==> src/rtl/truth_table_sweeper.sv <==
// Stimulus-and-capture stage: sweeps 16 vectors into a 4-input block, samples S, checks against EXPECTED.
// Optional first-failure latch enabled by defining TRUTH_TABLE_SWEEPER_FIRST_FAIL_EN.
module truth_table_sweeper #(
  parameter int unsigned SETTLE_CYCLES = 2,
  parameter logic [15:0] EXPECTED      = 16'h3320
) (
  input  logic        clk,
  input  logic        rst_n,
  input  logic        start,
  input  logic        abort,
  input  logic        s_in,
  output logic [3:0]  vec_out,
  output logic        busy,
  output logic        done,
  output logic [15:0] table_out,
  output logic        match,
  output logic [4:0]  mismatch_count,
  output logic [3:0]  first_fail_idx,
  output logic        first_fail_valid
);

  typedef enum logic [1:0] {IDLE, DRIVE, SAMPLE, DONE} state_t;

  localparam logic [7:0] SETTLE_LAST = 8'(SETTLE_CYCLES - 1);

  state_t      state_q;
  logic [3:0]  idx_q;
  logic [7:0]  cnt_q;
  logic [3:0]  vec_q;
  logic        busy_q;
  logic        done_q;
  logic [15:0] table_q;
  logic        match_q;
  logic [4:0]  mcount_q;

  logic        miss;
  logic [15:0] table_d;

  assign miss = (s_in != EXPECTED[idx_q]);

  // Table including the bit being captured this cycle, so match is valid during DONE.
  always_comb begin
    table_d        = table_q;
    table_d[idx_q] = s_in;
  end

  always_ff @(posedge clk or negedge rst_n) begin
    if (!rst_n) begin
      state_q  <= IDLE;
      idx_q    <= 4'd0;
      cnt_q    <= 8'd0;
      vec_q    <= 4'd0;
      busy_q   <= 1'b0;
      done_q   <= 1'b0;
      table_q  <= 16'd0;
      match_q  <= 1'b0;
      mcount_q <= 5'd0;
    end else begin
      done_q <= 1'b0;
      case (state_q)
        IDLE: begin
          if (start) begin
            table_q  <= 16'd0;
            mcount_q <= 5'd0;
            match_q  <= 1'b0;
            idx_q    <= 4'd0;
            vec_q    <= 4'd0;
            cnt_q    <= 8'd0;
            busy_q   <= 1'b1;
            state_q  <= DRIVE;
          end
        end
        DRIVE: begin
          if (abort) begin
            state_q <= IDLE;
            busy_q  <= 1'b0;
            match_q <= 1'b0;
          end else if (cnt_q == SETTLE_LAST) begin
            state_q <= SAMPLE;
          end else begin
            cnt_q <= cnt_q + 8'd1;
          end
        end
        SAMPLE: begin
          if (abort) begin
            state_q <= IDLE;
            busy_q  <= 1'b0;
            match_q <= 1'b0;
          end else begin
            table_q <= table_d;
            if (miss) mcount_q <= mcount_q + 5'd1;
            if (idx_q == 4'd15) begin
              state_q <= DONE;
              busy_q  <= 1'b0;
              done_q  <= 1'b1;
              match_q <= (table_d == EXPECTED);
            end else begin
              idx_q   <= idx_q + 4'd1;
              vec_q   <= idx_q + 4'd1;
              cnt_q   <= 8'd0;
              state_q <= DRIVE;
            end
          end
        end
        DONE: begin
          state_q <= IDLE;
        end
        default: begin
          state_q <= IDLE;
          busy_q  <= 1'b0;
        end
      endcase
    end
  end

`ifdef TRUTH_TABLE_SWEEPER_FIRST_FAIL_EN
  logic [3:0] ff_idx_q;
  logic       ff_valid_q;
  logic       sample_ok;

  assign sample_ok = (state_q == SAMPLE) && !abort;

  always_ff @(posedge clk or negedge rst_n) begin
    if (!rst_n) begin
      ff_idx_q   <= 4'd0;
      ff_valid_q <= 1'b0;
    end else if (state_q == IDLE && start) begin
      ff_idx_q   <= 4'd0;
      ff_valid_q <= 1'b0;
    end else if (sample_ok && miss && !ff_valid_q) begin
      ff_idx_q   <= idx_q;
      ff_valid_q <= 1'b1;
    end
  end

  assign first_fail_idx   = ff_idx_q;
  assign first_fail_valid = ff_valid_q;
`else
  assign first_fail_idx   = 4'd0;
  assign first_fail_valid = 1'b0;
`endif

  assign vec_out        = vec_q;
  assign busy           = busy_q;
  assign done           = done_q;
  assign table_out      = table_q;
  assign match          = match_q;
  assign mismatch_count = mcount_q;

endmodule

==> config.mk <==
export PLATFORM = sky130hd
export DESIGN_NAME = truth_table_sweeper
export DESIGN_NICKNAME = d
export VERILOG_FILES = /design/src/rtl/truth_table_sweeper.sv
export SDC_FILE = /design/constraint.sdc
export NUM_CORES = 1
export LEC_CHECK = 0
export BUFFER_PORTS_ARGS = -buffer_cell sky130_fd_sc_hd__buf_2
export CORE_MARGIN = 10
export CORE_UTILIZATION = 28
export DETAILED_ROUTE_END_ITERATION = 10
export PLACE_DENSITY = 0.51
export SETUP_SLACK_MARGIN = 0.02
export SYNTH_ARGS = -nofsm -noshare
export SYNTH_HDL_FRONTEND = slang
export SYNTH_SLANG_ARGS = --single-unit
==> constraint.sdc <==
create_clock -name clk -period 2.45 [get_ports clk]
set_input_delay 0.1225 -clock clk [delete_from_list [all_inputs] [get_ports clk]]
set_output_delay 0.1225 -clock clk [all_outputs]
set_load 0.05 [all_outputs]
==> impl_metrics.toml <==
[global_routing]
grt-ovfl-total = 0
grt.total_usage_pct = 10.70
grt_start_max_net_pins = 39
grt_pass1_wl_microns = 11430
grt_antenna_before_repair = 0
first_global_vias = 2217

[detailed_routing]
wl_microns = 7003
firstDrtPassIters = 4
route.vias.total = 2278
drc_errors = 0
drt_iter0_drc = 85
post_drt_wl_per_cell_microns = 16.36
antenna_left = 0
vias_per_cell = 5.322

[pwr]
max-vdd-ir-drop_uv = 282.6
p_total_w = 0.002243
p_sw_share_pct = 46.19
power.density_mw_per_mm2 = 806.8
p_int_w = 0.001207
p_sw_w = 0.001036
clockPowerShare_pct = 18.5
p_leak_nw = 1.295
pwr-share-seq_pct = 33.7
p_comb_share_pct = 47.8

[outcome]
status = "finished, final reports clean"

[cts]
insertion_delay_ps = 290
ctsHoldBuffers = 1
cts_setup_buffers = 0
tritoncts = "yes"
cts_buffers = 5
h-tree-depth = 2
clkTransAtPathRegs_ps = 70
clockRootBuffer = "clkbuf_8"
cts_resized = 0
cts.sinks = 38
clock_path_buffers = 2

[floorplan]
row_count = 33
start_util_pct = 29.24
core-area_sq_mm = 0.008341
die_y_microns = 113.3
ios = 38
fp.dieArea_sq_mm = 0.01284
chipWidth_microns = 113.3

[final_layout]
fin_area_sq_mm = 0.002780
nNetsFinal = 341
drive_gt1_share_pct = 15.79
areaGrowthSynthToFinish_pct = 14.01
fillers = 914
antennaDiodeCount = 0

[timing]
rsz0062_at_grt = "false"
period_share_pct = 88.33
drv_slew = 0
fin_skew_ps = 3.538
tns_ps = 0
tightest_slew_ps = 886.0
fmax_ghz = 0.4621
worst_slew_margin_rel_pct = 40.93
setup_violations = 0
hold_slack_ps = 209.0
hold_viol = 0
finalCriticalPeriod_ps = 2164

[synth]
synth_area_sq_mm = 0.002439
synthDistinctLibCells = 49
synthArstFlopShare_pct = 100.0
synth_ff_type = "dfrtp_1"
syn_inst = 290
synth_edf_count = 0
ys_seq_area_share_pct = 38.99
ys_ff_latch = 38
avgSynthCellArea_sq_um = 8.409
yosys_warnings = 0

[hold_path]
min_from = "abort"
hold_path_class = "in2reg"

[critical_path]
worstSetupEndpointType = "flop"
crit_path_start_kind = "flop"
cp_data_arrival_time_ps = 2370
reg2reg_from = "vec_out[1]$_DFFE_PN0P_"
worstSetupPathType = "reg2reg"
required_ps = 2650
path_max_fanout = 11
crit_start = "vec_out[1]$_DFFE_PN0P_"

[run]
maxCapViolCount = 0

[placement]
postPlaceCellArea_sq_mm = 0.002694
dp_hpwl_microns = 5057
port_buffers = 32
finalWeightedCongestion = 0.8176
cell usage after synthesis, types with 2 or more instances:
cell type  number  area share (%)
ha_1           13             6.7
a21oi_1        30             6.2
a32o_1          2            0.82
a21o_1          4             1.2
nand2_2         2            0.51
nor3_1          3            0.62
a22o_1          2            0.72
nor2b_1         5             1.3
o31ai_1         3            0.92
and2_1          3            0.77
clkbuf_1        7             1.1
o21ai_1         3            0.62
buf_2           5             1.0
dfrtp_1        38              39
buf_6           2            0.92
mux2i_1         3             1.2
nand3_1        10             2.1
nand2b_1        6             1.5
inv_1          12             1.8
o21ai_0        44             9.0
o22ai_1         5             1.3
buf_4           6             1.8
o31a_1          2            0.72
nand2_1        29             4.5
xor2_1          3             1.1
and3_1          5             1.3
nand4_1         5             1.3
a21boi_0        2            0.62
nor2_1         16             2.5
power by group through the flow:
stage / clock (W) / sequential (W) / combinational, W
after global routing: 0.000455 / 0.000768 / 0.00120
after floorplan: 0 / 0.000864 / 0.000664
after CTS: 0.000431 / 0.000756 / 0.00108
final: 0.000415 / 0.000755 / 0.00107
after global placement: 0 / 0.000764 / 0.00105
after detailed placement: 0 / 0.000768 / 0.00107
kinds of logic (layout without fill, tap and decap cells):
family                     after synthesis  after routing  share of synthesized area, %
AOI/OAI and AO/OA                      109            109                         26.63
and+or+nand+nor                         91             91                         18.52
DFF                                     38             38                         38.99
buffers and inverters                   32             61                         6.721
adders and majority gates               13             13                         6.670
xor gates and xnor gates                 3              3                         1.078
muxes                                    3              3                         1.231
other                                    1              5                        0.1538
worst paths after layout:
path	endpoint	depth (start not counted)	slack, ps
worst max register to register	match$_DFFE_PN0P_	6	290
min in group asynchronous	state_q[0]$_DFFE_PN0P_	2	490
worst min register to register	busy$_DFFE_PN0P_	2	500
max in group asynchronous	mismatch_count[3]$_DFFE_PN0P_	2	1400
worst min-delay path	state_q[1]$_DFFE_PN0P_	4	210
worst max-delay path	match$_DFFE_PN0P_	6	290
worst max-delay path, stage by stage (launching register included):
cell and delay (ps):
dfrtp_1 490, ha_1 470, o21ai_0 160, a211o_1 280
a222oi_1 310, nand4_1 140, o31ai_2 220
final cells by class:
class	count	area (sq um)	area share [%]
clock buffer	7	76.32	2.745
timing repair buffer	42	237.7	8.551
multi-input combinational	224	1339	48.15
tap	105	131.4	4.725
sequential	38	950.9	34.20
inverter	12	45.04	1.620
state kept, by name (all words and copies together) (netlist names):
signal,count
match,1
cnt_q,8
state_q,2
done,1
table_out,16
mismatch_count,5
vec_out,4
busy,1
stage by stage:
stage               utilization, %  cells  setup slack (ps)
floorplan                        -    294             211.2
global placement             32.30    420             385.2
detailed placement           32.30    420             309.5
CTS                          33.33    428             297.7
global route                 33.33    428             37.62
finish                       33.33    428             285.9
layer usage:
layer,up-vias,track usage [%],routed length [microns],share of wire [%]
met5,-,0,0,0
met4,0,3.469,61,0.87
met3,6,3.011,448,6.4
met2,60,17.09,3231,46
met1,1122,13.54,3261,47
li1,1090,-,-,-
cell usage in the layout, fill, tap and decap left out, drive strengths merged, types with 6 or more instances in the layout:
cell	instances
dfrtp	38
nor2	16
clkbuf	7
buf	41
nand2b	6
inv	12
nand3	10
ha	13
a21oi	30
o21ai	47
nand2	31
No activity file was read; power rests on OpenSTA's default activity.
